### src/rtl/nubus_pkg.sv
// Shared types and constants for the NuBus local-memory arbiter.
package nubus_pkg;

    typedef enum logic [1:0] {
        IDLE = 2'd0,
        SLV  = 2'd1,
        CPU  = 2'd2
    } arb_state_t;

    localparam logic [1:0]  OWN_NONE  = 2'd0;
    localparam logic [1:0]  OWN_SLV   = 2'd1;
    localparam logic [1:0]  OWN_CPU   = 2'd2;
    localparam logic [31:0] RDATA_ERR = 32'hFFFF_FFFF;

endpackage

### src/rtl/nubus_memarb_wdog.sv
// Access watchdog: counts stalled cycles of the current access and flags expiry at LIMIT.
module nubus_memarb_wdog #(
    parameter int LIMIT = 255
) (
    input  logic nub_clkn,
    input  logic nub_reset,
    input  logic clr,
    input  logic en,
    output logic expire
);

    localparam int W = $clog2(LIMIT + 1);

    logic [W-1:0] cnt;

    always_ff @(posedge nub_clkn or posedge nub_reset) begin
        if (nub_reset) begin
            cnt <= '0;
        end else if (clr) begin
            cnt <= '0;
        end else if (en && !expire) begin
            cnt <= cnt + 1'b1;
        end
    end

    assign expire = (cnt == W'(LIMIT));

endmodule

### src/rtl/nubus_mem_arbiter.sv
// Two-requester (NuBus slave / local CPU) arbiter for the card's single memory port.
// Optional access watchdog enabled by defining NUBUS_MEMARB_TIMEOUT_EN.
module nubus_mem_arbiter
    import nubus_pkg::*;
#(
    parameter int SLV_BURST      = 4,
    parameter int TIMEOUT_CYCLES = 255
) (
    input  logic        nub_clkn,
    input  logic        nub_reset,
    input  logic        s_valid,
    input  logic [31:0] s_addr,
    input  logic [31:0] s_wdata,
    input  logic [3:0]  s_wstrb,
    output logic        s_ready,
    output logic [31:0] s_rdata,
    input  logic        c_valid,
    input  logic [31:0] c_addr,
    input  logic [31:0] c_wdata,
    input  logic [3:0]  c_wstrb,
    output logic        c_ready,
    output logic [31:0] c_rdata,
    output logic        err,
    output logic        mem_valid,
    output logic [31:0] mem_addr,
    output logic [31:0] mem_wdata,
    output logic [3:0]  mem_wstrb,
    input  logic        mem_ready,
    input  logic [31:0] mem_rdata,
    output logic [1:0]  owner
);

    localparam logic [3:0] BURST_LIM = 4'(SLV_BURST);

    arb_state_t  state, next_state;
    logic [3:0]  starve;
    logic        grant_s, grant_c;
    logic        busy, done, timed_out, wd_expire;
    logic [31:0] done_rdata;

    assign busy      = (state != IDLE);
    assign timed_out = busy && wd_expire && !mem_ready;
    assign done      = busy && (mem_ready || timed_out);
    assign done_rdata = timed_out ? RDATA_ERR : mem_rdata;

`ifdef NUBUS_MEMARB_TIMEOUT_EN
    nubus_memarb_wdog #(
        .LIMIT (TIMEOUT_CYCLES)
    ) u_wdog (
        .nub_clkn  (nub_clkn),
        .nub_reset (nub_reset),
        .clr       (grant_s || grant_c),
        .en        (busy && !mem_ready),
        .expire    (wd_expire)
    );
`else
    // No watchdog: the limit only appears here so it is still referenced.
    assign wd_expire = (TIMEOUT_CYCLES < 0);
`endif

    always_comb begin
        next_state = state;
        grant_s    = 1'b0;
        grant_c    = 1'b0;
        case (state)
            IDLE: begin
                // Slave wins ties until the CPU has been passed over SLV_BURST times.
                if (s_valid && (!c_valid || starve != BURST_LIM)) begin
                    grant_s    = 1'b1;
                    next_state = SLV;
                end else if (c_valid) begin
                    grant_c    = 1'b1;
                    next_state = CPU;
                end
            end
            SLV, CPU: begin
                if (done) next_state = IDLE;
            end
            default: next_state = IDLE;
        endcase
    end

    always_ff @(posedge nub_clkn or posedge nub_reset) begin
        if (nub_reset) begin
            state     <= IDLE;
            starve    <= '0;
            mem_valid <= 1'b0;
            mem_addr  <= '0;
            mem_wdata <= '0;
            mem_wstrb <= '0;
        end else begin
            state <= next_state;
            if (grant_s) begin
                mem_valid <= 1'b1;
                mem_addr  <= s_addr;
                mem_wdata <= s_wdata;
                mem_wstrb <= s_wstrb;
                if (!c_valid)                starve <= '0;
                else if (starve != BURST_LIM) starve <= starve + 1'b1;
            end else if (grant_c) begin
                mem_valid <= 1'b1;
                mem_addr  <= c_addr;
                mem_wdata <= c_wdata;
                mem_wstrb <= c_wstrb;
                starve    <= '0;
            end else if (done) begin
                mem_valid <= 1'b0;
            end
        end
    end

    always_comb begin
        s_ready = 1'b0;
        c_ready = 1'b0;
        s_rdata = '0;
        c_rdata = '0;
        owner   = OWN_NONE;
        case (state)
            SLV: begin
                owner   = OWN_SLV;
                s_ready = done;
                s_rdata = done ? done_rdata : '0;
            end
            CPU: begin
                owner   = OWN_CPU;
                c_ready = done;
                c_rdata = done ? done_rdata : '0;
            end
            default: owner = OWN_NONE;
        endcase
    end

    assign err = timed_out;

endmodule

### config.mk
export PLATFORM = sky130hd
export DESIGN_NAME = nubus_mem_arbiter
export DESIGN_NICKNAME = d
export VERILOG_FILES = /design/src/rtl/nubus_pkg.sv /design/src/rtl/nubus_memarb_wdog.sv /design/src/rtl/nubus_mem_arbiter.sv
export SDC_FILE = /design/constraint.sdc
export NUM_CORES = 1
export LEC_CHECK = 0
export BUFFER_PORTS_ARGS = -buffer_cell sky130_fd_sc_hd__buf_2
export CAP_MARGIN = 20
export CORE_AREA = 2 2 120 122
export CTS_CLUSTER_SIZE = 30
export DETAILED_ROUTE_END_ITERATION = 8
export DIE_AREA = 0 0 122 124
export PLACE_DENSITY = 0.76
export SLEW_MARGIN = 10
export SYNTH_ARGS = -nofsm -noshare
export SYNTH_HDL_FRONTEND = slang
export SYNTH_SLANG_ARGS = --single-unit
### constraint.sdc
create_clock -name nub_clkn -period 2.2 [get_ports nub_clkn]
set_input_delay 0.33 -clock nub_clkn [delete_from_list [all_inputs] [get_ports nub_clkn]]
set_output_delay 0.33 -clock nub_clkn [all_outputs]
set_load 0.05 [all_outputs]
==> out/results.ini, run 1 <==
[synth]
synth_top_area_share_pct=36.43
synth_compound_area_share_pct=38.28
synth-xor-area-share_pct=0
synth_ff_type=dfrtp_1
syn-instance-count=603
synth_area_per_cell_um2=8.543
synth-simple-area-share_pct=15.06
ys_seq_area_share_pct=36.43
yosysMostFrequentCell=dfrtp_1
synth_common_cells=dfrtp_1, nand2_1, a21oi_1
synthArstFlopShare_pct=100.0
ys_top_cells_by_area=dfrtp_1, o211a_1, a211oi_1, and2_1, a21oi_1
yosys.area.top_type=dfrtp_1
syn_nets=782
synth-adder-area-share_pct=1.457
ys_types=35
synth_mux_area_share_pct=0.2186
synth_edf_count=0
synth_seq_cells=75
ys_warn_count=0
synth_top_family_by_area=compound AO/OA/AOI/OAI gates
synth_area_um2=5151

[timing]
finalCriticalPeriod_ns=2.153
hold_violations=0
finalCritPeriodShare_pct=97.87
clock_skew_ns=0.006870
setup_violations=0
fin_ws_ns=0.04682
slew_viol_final=0
max_freq_mhz=464.4

[final_layout]
drive_gt1_share_pct=45.22
nFillCells=1251
multi_input_area_um2=2918
area_delta_synth_final_pct=49.26
nets=1052
fin_util_pct=56.04
regArea_um2=1877

[setup_path]
cpPeakStageDelay_ns=0.39
path_cells=inv_2 > ha_2 > nand2b_4 > nor2_4 > clkbuf_16 > and2_1 > buf_6
endpoint_kind=output pin
worstReg2RegStart=state[1]$_DFFE_PP0P_
startpoint=state[1]$_DFFE_PP0P_
critPathRequiredTime_ns=1.87
path_max_fanout=16
r2r_slack_ns=0.31
path_buf_inv=3
path_class=register to output pin
cp.depth=7
arrival_ns=1.82
crit_path_start_kind=register
reg2reg_depth=7
critPathSlowestCell=dfrtp_1
critical-path-top-delay-family=simple AND/OR/NAND/NOR gates

[placement]
io_buffers=309
dp_slack_ns=0.2553
place_congestion=0.8024
post-dp-hpwl_um=13220

[floorplan]
coreArea_um2=13720
start_util_pct=37.55
num_rows=43
die_width_um=122
die-area_um2=15130
num_io_pins=311
die_h_um=124

[cts]
numCtsBuffers=9
cts_tree=yes
clockRootBuffer=clkbuf_16
cts.htree.levels=3
worstSkewPairLatency_ns=0.34
clockBufferDepth=2
clkTransAtPathRegs_ns=0.06
clkSinkCount=75

[detailed_routing]
via_count=5836
drt_iter0_drc=237
firstDrtPassIters=4
post-route-drc-count=0
routed_wl_um=19960
drtAntennaViolNets=0
detail_route.wl_per_cell_um=18.81
via_per_inst=5.500

[pwr]
p_per_area_nw_per_um2=1416
leakagePower_uw=0.004109
p_switching_uw=6004
netSwitchingFraction_pct=55.13
clock_power_share_pct=12.7
internal_power_uw=4886
ir_drop_v=0.0008526
p_comb_share_pct=65.0
p_seq_share_pct=22.3

[global_route]
grt_max_degree=71
grt-ovfl-total=0
grt_pass1_wl_um=28900
first_global_vias=5682
grtUsageTotal_pct=24.39
antenna_found_initial=2

[job]
cap_violations=0

[status]
status=finished, final reports clean

[hold_path]
hp-class=input port to register
worstHoldPathCells=2
holdCritStartpoint=mem_ready

-- logic make-up (layout without fill, tap and decap cells) --
kind of cell             count (synthesis)  in the layout
AO/OA/AOI/OAI                          280            280
AND/OR/NAND/NOR                        151            151
buffers and inverters                   89            364
flip-flops                              75             75
adder cells (fa/ha/maj)                  6              6
other                                    1              4
multiplexers                             1              1
-- cell type report --
cell class,count,share of cell area [%]
antenna,3,0.09764
clock buffer,10,2.978
clock inverter,6,0.5533
inverter,11,0.5858
multi-input combinational,439,37.95
sequential,75,24.41
tap,180,2.929
timing repair buffer,337,30.50
-- state kept, by name (all words and copies together) (netlist names) --
register	count
mem_addr	32
mem_wdata	32
mem_wstrb	4
starve	4
state	2
mem_valid	1
-- power groups by stage --
| stage | logic [µW] | registers (µW) | clock network (µW) |
|---|---|---|---|
| 2_1_floorplan | 2910 | 4630 | 0 |
| 3_3_place_gp | 6830 | 2400 | 0 |
| 3_5_place_dp | 6920 | 2430 | 0 |
| 4_1_cts | 6990 | 2430 | 1420 |
| 5_1_grt | 7550 | 2510 | 1480 |
| 6_report | 7080 | 2430 | 1380 |
-- what timing repair did --
action | CTS | global route
hold buffers | 1 | 0
pin swaps | 1 | 1
resized for setup | 64 | 70
gates cloned | 0 | 2
setup buffers | 0 | 1
endpoints found under the setup margin | 64 | 64
hold endpoints to repair | 14 | 0
-- routing by layer --
layer  GRT usage (%)  vias to the layer above  share of wire (%)
li1                -                     2731                  -
met1           27.42                     2787                 38
met2           43.82                      278                 51
met3           5.632                       40                7.6
met4           11.28                        0                3.4
met5               0                        -                  0
-- metrics by stage --
step	total power [µW]	area [µm²]	TNS [ns]	instances	hold slack, ns
final	10890	7689	0	1061	0.2427
after global routing	11550	7684	-0.1830	1059	0.2448
after CTS	10840	7401	0	1055	0.2297
after detailed placement	9352	6949	0	1038	0.3387
after global placement	9232	6949	0	1038	0.3390
after floorplan	7539	5180	0	603	0.4379
-- worst register-to-register path, cell delays in order (launching register included) --
cell      delay, ns
dfrtp_1        0.39
inv_2          0.07
ha_2           0.18
buf_4          0.22
and2_2         0.26
buf_12         0.19
a211oi_1       0.33
o21ai_0        0.13
-- cell usage in the layout (no fill, tap or decap), types with 2 or more instances in the layout --
cell type	count
and2_2	20
nand3_1	3
a21oi_1	68
clkinv_2	2
buf_4	15
nor2_4	2
buf_6	60
diode_2	3
ha_1	4
and2_4	4
and3b_2	2
nand2_1	70
a211oi_1	58
and2_1	43
o21ai_0	38
buf_2	245
clkbuf_16	10
a211oi_2	9
nor2_1	2
inv_2	2
inv_1	8
o211a_1	67
o21ai_1	32
ha_2	2
buf_12	14
dfrtp_1	75
clkinvlp_4	3
clkinv_4	2
-- final timing paths --
| kind | end |
|---|---|
| min in group asynchronous | mem_addr[31]$_DFFE_PP0P_ |
| hold reg to reg | mem_addr[7]$_DFFE_PP0P_ |
| hold / removal | mem_valid$_DFFE_PP0P_ |
| max in group asynchronous | mem_addr[12]$_DFFE_PP0P_ |
| setup reg to reg | mem_addr[9]$_DFFE_PP0P_ |
| setup / recovery | c_rdata[18] |
Note: power is estimated with default switching activity, not from simulation.
==> inputs of run 2 (changes only) <==
--- a/config.mk
+++ b/config.mk
@@ -5,13 +5,14 @@
 export SDC_FILE = /design/constraint.sdc
 export NUM_CORES = 1
 export LEC_CHECK = 0
+export ABC_AREA = 1
 export BUFFER_PORTS_ARGS = -buffer_cell sky130_fd_sc_hd__buf_2
 export CAP_MARGIN = 20
-export CORE_AREA = 2 2 120 122
+export CORE_AREA = 2 2 121 123
 export CTS_CLUSTER_SIZE = 30
 export DETAILED_ROUTE_END_ITERATION = 8
-export DIE_AREA = 0 0 122 124
-export PLACE_DENSITY = 0.76
+export DIE_AREA = 0 0 123 125
+export PLACE_DENSITY = 0.73
 export SLEW_MARGIN = 10
 export SYNTH_ARGS = -nofsm -noshare
 export SYNTH_HDL_FRONTEND = slang
==> out/results.ini, run 2 <==
[status]
status=finished, final reports clean

[setup_path]
arrival_ns=1.79  ; -0.03 ns
path_class=register to output pin
path_max_fanout=20  ; +4
endpoint_kind=output pin
critPathRequiredTime_ns=1.87  ; about the same
crit_path_start_kind=register

[placement]
placed_cell_area_um2=6585  ; -5.2%
dp_slack_ns=0.2402  ; -0.01510 ns
place_congestion=0.8024  ; unchanged
io_buffers=309  ; unchanged
post-dp-hpwl_um=12000  ; -9.2%

[cts]
cts-hold-fix-buffers=0  ; -1
clockRootBuffer=clkbuf_16
cts_tree=yes
clockBufferDepth=2  ; unchanged
clkTransAtPathRegs_ns=0.06  ; about the same
cts.htree.levels=3  ; unchanged
worstSkewPairLatency_ns=0.33  ; about the same
clkSinkCount=75  ; unchanged
numCtsBuffers=9  ; unchanged

[floorplan]
die_h_um=125  ; +0.81%
die_width_um=123  ; +0.82%
coreArea_um2=14200  ; +3.5%
start_util_pct=33.80  ; -3.7 points
num_rows=44  ; +2.3%
die-area_um2=15380  ; +1.6%
num_io_pins=311  ; unchanged

[pwr]
internal_power_uw=4582  ; -6.2%
netSwitchingFraction_pct=54.95  ; -0.19 points
p_comb_share_pct=60.5  ; -4.5 points
leakagePower_uw=0.004606  ; +12%
ir_drop_v=0.0007013  ; -18%
p_per_area_nw_per_um2=1399  ; -1.2%
clock_power_share_pct=15.7  ; +3.0 points
p_seq_share_pct=23.8  ; +1.5 points
p_switching_uw=5588  ; -6.9%

[detailed_routing]
routed_wl_um=16250  ; -19%
drt_iter0_drc=248  ; +4.6%
via_count=5698  ; -2.4%
firstDrtPassIters=4  ; unchanged
post-route-drc-count=0  ; unchanged
via_per_inst=4.636  ; -16%
drtAntennaViolNets=0  ; unchanged
detail_route.wl_per_cell_um=13.22  ; -30%

[timing]
clock_skew_ns=0.004478  ; -0.002392 ns
finalCriticalPeriod_ns=2.124  ; -0.02898 ns
relSlewSlack_pct=52.37
finalCritPeriodShare_pct=96.55  ; -1.3 points
slew_viol_final=0  ; unchanged
fin_ws_ns=0.07580  ; +0.02898 ns
setup_violations=0  ; unchanged
tightest_slew_ns=0.7129
hold_violations=0  ; unchanged
rsz0062_at_grt=yes
max_freq_mhz=470.8  ; +1.4%

[final_layout]
stdcell_area_um2=7269  ; -5.5%
nFillCells=1409  ; +13%
most-common-layout-cells=buf_2, nand2_1, inv_1
diodes=0  ; -3
layout_commonest_cell=buf_2
nets=1219  ; +16%
top_regs=mem_addr x32, mem_wdata x32
drive_gt1_share_pct=37.13  ; -8.1 points
area_delta_synth_final_pct=51.42

[global_route]
grt-ovfl-total=0  ; unchanged
grt_pass1_wl_um=25980  ; -10%
antenna_found_initial=0  ; -2
grt_max_degree=41  ; -42%
first_global_vias=5403  ; -4.9%
grtUsageTotal_pct=21.26  ; -3.1 points

[synth]
synth_edf_count=0  ; unchanged
synth_area_per_cell_um2=6.393  ; -25%
synth_ff_type=dfrtp_1
ys_top_cells_by_area=dfrtp_1, nand2_1, inv_1, nand4_1, nand3_1
synthArstFlopShare_pct=100.0  ; unchanged
synth_common_cells=nand2_1, inv_1, dfrtp_1
synth_seq_cells=75  ; unchanged
synth_area_um2=4801  ; -6.8%
syn_nets=930  ; +19%
synth_top_area_share_pct=39.09  ; +2.7 points
yosys.area.top_type=dfrtp_1
ys_warn_count=0  ; unchanged
ys_seq_area_share_pct=39.09  ; +2.7 points
syn-instance-count=751  ; +25%
ys_types=20  ; -43%
yosysMostFrequentCell=nand2_1

[job]
cap_violations=0  ; unchanged

[hold_path]
hp-class=input port to async pin

==> run 2: cell count changes in the layout (fill, tap and decap cells not counted), moves of 33 or more <==
cell	change
inv_1	+169
nand2_1	+147
a21oi_1	-68
nand3_1	+67
nand4_1	+67
o211a_1	-67
a211oi_1	-58
and2_1	-43
o21ai_0	-35
nor2_2	+33
==> run 2: per-layer routing <==
metal	track usage (%)	routed length [µm]	vias to the layer above	part of all wire [%]
li1	-	-	2832	-
met1	24.08	6190	2569	38
met2	35.20	8044	256	50
met3	6.432	1416	41	8.7
met4	12.10	595	0	3.7
met5	0	0	-	0
==> run 2: cell families after synthesis <==
group | count (synthesis) | share of synthesized area (%)
xor gates and xnor gates | 2 | 0.3649
DFF | 75 | 39.09
buffers and inverters | 233 | 18.95
adders and majority gates | 6 | 1.564
AOI/OAI and AO/OA | 6 | 0.9123
and+or+nand+nor | 428 | 39.04
other | 1 | 0.07811
==> run 2: layout make-up <==
class / instances / area, µm² / share of cell area [%]
Tap cell: 184 / 230.2 / 3.167
Multi-Input combinational cell: 443 / 2130 / 29.29
Inverter: 182 / 686.9 / 9.449
Clock inverter: 4 / 73.82 / 1.015
Clock buffer: 12 / 246.5 / 3.391
Sequential cell: 75 / 1877 / 25.82
Timing Repair Buffer: 329 / 2026 / 27.87
==> run 2: per-stage QoR <==
stage          hold slack, ns  total power [µW]  std cells  utilization, %   TNS, ns
3_3_place_gp           0.4579              8382       1210           46.36         0
3_5_place_dp           0.4595              8449       1210           46.36         0
6_report               0.1112             10170       1229           51.18         0
5_1_grt                0.1724             10820       1229           51.18  -0.08778
2_1_floorplan          0.4699              6973        751               -    -3.356
4_1_cts                0.1251             10210       1229           50.48         0
==> run 2: repair_timing <==
item                                   CTS  global route
buffers inserted                         2             0
endpoints found under the hold margin    0             0
gates resized for setup                 81            30
pin swaps                                0             0
setup endpoints to repair               65            45
cloned                                   1             0
==> run 2: worst paths after layout <==
check                                              start                        end  slack, ns  cells after the start
worst min-delay path                           nub_reset   mem_addr[31]$_DFFE_PP0P_       0.11                      2
worst min register to register  mem_addr[23]$_DFFE_PP0P_   mem_addr[23]$_DFFE_PP0P_       0.47                      2
worst max register to register     starve[0]$_DFFE_PP0P_  mem_wdata[10]$_DFFE_PP0P_       0.52                      9
worst max-delay path                state[0]$_DFFE_PP0P_                 s_rdata[6]       0.08                      9
max in group asynchronous                      nub_reset      mem_valid$_DFFE_PP0P_       1.47                      3
min in group nub_clkn                         c_addr[21]   mem_addr[21]$_DFFE_PP0P_       0.29                      5
==> run 2: power by group through the flow <==
stage / sequential, µW / clock, µW / combinational, µW
final: 2420 / 1590 / 6160
after global routing: 2520 / 1690 / 6610
after floorplan: 4680 / 0 / 2290
after CTS: 2420 / 1630 / 6150
after detailed placement: 2420 / 0 / 6030
after global placement: 2430 / 0 / 5950
==> run 2: critical path: stages (launching register included) <==
cell	delay (ns)
dfrtp_1	0.36
inv_2	0.07
ha_4	0.18
inv_2	0.07
nand2_1	0.06
inv_2	0.08
nand2_1	0.06
buf_4	0.20
nor2_1	0.15
buf_4	0.22
==> inputs of run 3 (changes only) <==
--- a/config.mk
+++ b/config.mk
@@ -8,11 +8,10 @@
 export ABC_AREA = 1
 export BUFFER_PORTS_ARGS = -buffer_cell sky130_fd_sc_hd__buf_2
 export CAP_MARGIN = 20
-export CORE_AREA = 2 2 121 123
+export CORE_UTILIZATION = 32
 export CTS_CLUSTER_SIZE = 30
 export DETAILED_ROUTE_END_ITERATION = 8
-export DIE_AREA = 0 0 123 125
-export PLACE_DENSITY = 0.73
+export PLACE_DENSITY = 0.69
 export SLEW_MARGIN = 10
 export SYNTH_ARGS = -nofsm -noshare
 export SYNTH_HDL_FRONTEND = slang
==> out/results.ini, run 3 (synthesis gave the netlist of run 2 again) <==
[floorplan]
num_rows=44  ; unchanged
num_io_pins=311  ; unchanged
start_util_pct=32.91  ; -0.89 points
die_h_um=124.5  ; -0.41%
coreArea_um2=14590  ; +2.7%
die_width_um=124.5  ; +1.2%
die-area_um2=15500  ; +0.79%

[timing]
fin_ws_ns=0.07304  ; -0.002760 ns
clock_skew_ns=0.01080  ; +0.006321 ns
finalCriticalPeriod_ns=2.127  ; +0.002760 ns
finalCritPeriodShare_pct=96.68  ; +0.13 points
hold_violations=0  ; unchanged
setup_violations=0  ; unchanged
slew_viol_final=0  ; unchanged
rsz0062_at_grt=yes
max_freq_mhz=470.2  ; -0.13%

[final_layout]
most-common-layout-cells=buf_2, nand2_1, inv_1
nets=1217  ; -0.16%
diodes=0  ; unchanged
drive_gt1_share_pct=37.58  ; +0.45 points
top_regs=mem_addr x32, mem_wdata x32
instances_no_fill=1227  ; -0.16%
area_delta_synth_final_pct=51.71
layout_commonest_cell=buf_2

[detailed_routing]
firstDrtPassIters=4  ; unchanged
routed_wl_um=16630  ; +2.4%
via_per_inst=4.654  ; +0.37%
post-route-drc-count=0  ; unchanged
via_count=5710  ; +0.21%
drt_iter0_drc=238  ; -4.0%
detail_route.wl_per_cell_um=13.55  ; +2.5%
drtAntennaViolNets=0  ; unchanged

[placement]
dp_slack_ns=0.2609  ; +0.02074 ns
post-dp-hpwl_um=12030  ; +0.22%
dp.cells=1208  ; -0.17%
io_buffers=309  ; unchanged
place_congestion=0.9642  ; +20%

[global_route]
grt-ovfl-total=0  ; unchanged
grtUsageTotal_pct=21.28  ; about the same
grt_max_degree=76  ; +85%
grt_pass1_wl_um=26650  ; +2.6%
antenna_found_initial=0  ; unchanged
first_global_vias=5346  ; -1.1%

[setup_path]
path_max_fanout=21  ; +5.0%
critPathRequiredTime_ns=1.87  ; about the same
crit_path_start_kind=register
path_class=register to output pin
critical-path-top-delay-family=buffers and inverters
endpoint_kind=output pin
path_buf_inv=5  ; unchanged
arrival_ns=1.80  ; about the same
critPathSlowestCell=dfrtp_1
path_cells=inv_1 > ha_2 > inv_2 > nand2_1 > inv_2 > nand2_1 > buf_6 > nor2_1 > buf_4
cpPeakStageDelay_ns=0.35  ; about the same

[cts]
worstSkewPairLatency_ns=0.33  ; about the same
numCtsBuffers=9  ; unchanged
clkSinkCount=75  ; unchanged
clockBufferDepth=2  ; unchanged
cts_tree=yes
cts.htree.levels=3  ; unchanged
cts-hold-fix-buffers=0  ; unchanged
clkTransAtPathRegs_ns=0.06  ; about the same
clockRootBuffer=clkbuf_16

[pwr]
leakagePower_uw=0.004601  ; -0.11%
fin_total_pwr_uw=10210  ; +0.40%
p_per_area_nw_per_um2=1402  ; +0.21%
ir_drop_v=0.0008322  ; +19%

[status]
status=finished, final reports clean

[hold_path]
hp-class=input port to async pin

[job]
cap_violations=0  ; unchanged

[run 3: worst paths after layout]
path / from / cells past startpoint / endpoint / slack, ns
worst max-delay path: state[0]$_DFFE_PP0P_ / 9 / s_rdata[10] / 0.07
worst min-delay path: nub_reset / 3 / mem_wdata[10]$_DFFE_PP0P_ / 0.13
worst max register to register: state[0]$_DFFE_PP0P_ / 8 / mem_addr[27]$_DFFE_PP0P_ / 0.39
max in group asynchronous: nub_reset / 3 / state[0]$_DFFE_PP0P_ / 1.77
worst min register to register: mem_addr[25]$_DFFE_PP0P_ / 2 / mem_addr[25]$_DFFE_PP0P_ / 0.47
min in group nub_clkn: c_addr[23] / 5 / mem_addr[23]$_DFFE_PP0P_ / 0.29
[run 3: per-layer routing]
metal / part of all wire [%] / wire (µm) / track usage, %
met5: 0 / 0 / 0
met3: 6.4 / 1069 / 4.983
met1: 39 / 6547 / 24.12
met2: 51 / 8489 / 38.12
met4: 3.1 / 521 / 8.646
[run 3: layout make-up]
class                      count  area [µm²]
multi-input combinational    443        2135
clock buffer                  10       229.0
clock inverter                 6       88.84
sequential                    75        1877
inverter                     182       686.9
fill                        1514        7306
timing repair buffer         327        2037
tap                          184       230.2
[run 3: worst register-to-register path: stages (launching register included)]
cell,delay (ns)
dfrtp_1,0.38
inv_1,0.10
ha_2,0.21
buf_4,0.35
nand3_2,0.17
buf_4,0.26
nand2_1,0.10
nand3_1,0.09
nand2_1,0.09
[run 3: report_power, final]
part           internal, µW  leakage [µW]  switching [µW]
Clock                   996      0.000149             581
Sequential             2070      0.000911             368
Combinational          1490       0.00354            4710
Total                  4560       0.00460            5650
[run 3: what timing repair did]
| action | 4_1_cts | 5_1_grt |
|---|---|---|
| gates resized for setup | 84 | 28 |
| setup buffers | 2 | 0 |
| gates cloned | 1 | 0 |
| setup endpoints to repair | 65 | 35 |
[run 3: stage by stage]
stage / cell area, µm² / util [%] / hold slack (ns) / setup TNS (ns)
after detailed placement: 6608 / 45.29 / 0.4606 / 0
after floorplan: 4877 / - / 0.4699 / -3.356
after global placement: 6608 / 45.29 / 0.4574 / 0
final: 7283 / 49.92 / 0.1253 / 0
after CTS: 7193 / 49.31 / 0.1366 / 0
after global routing: 7283 / 49.92 / 0.1548 / -0.01410
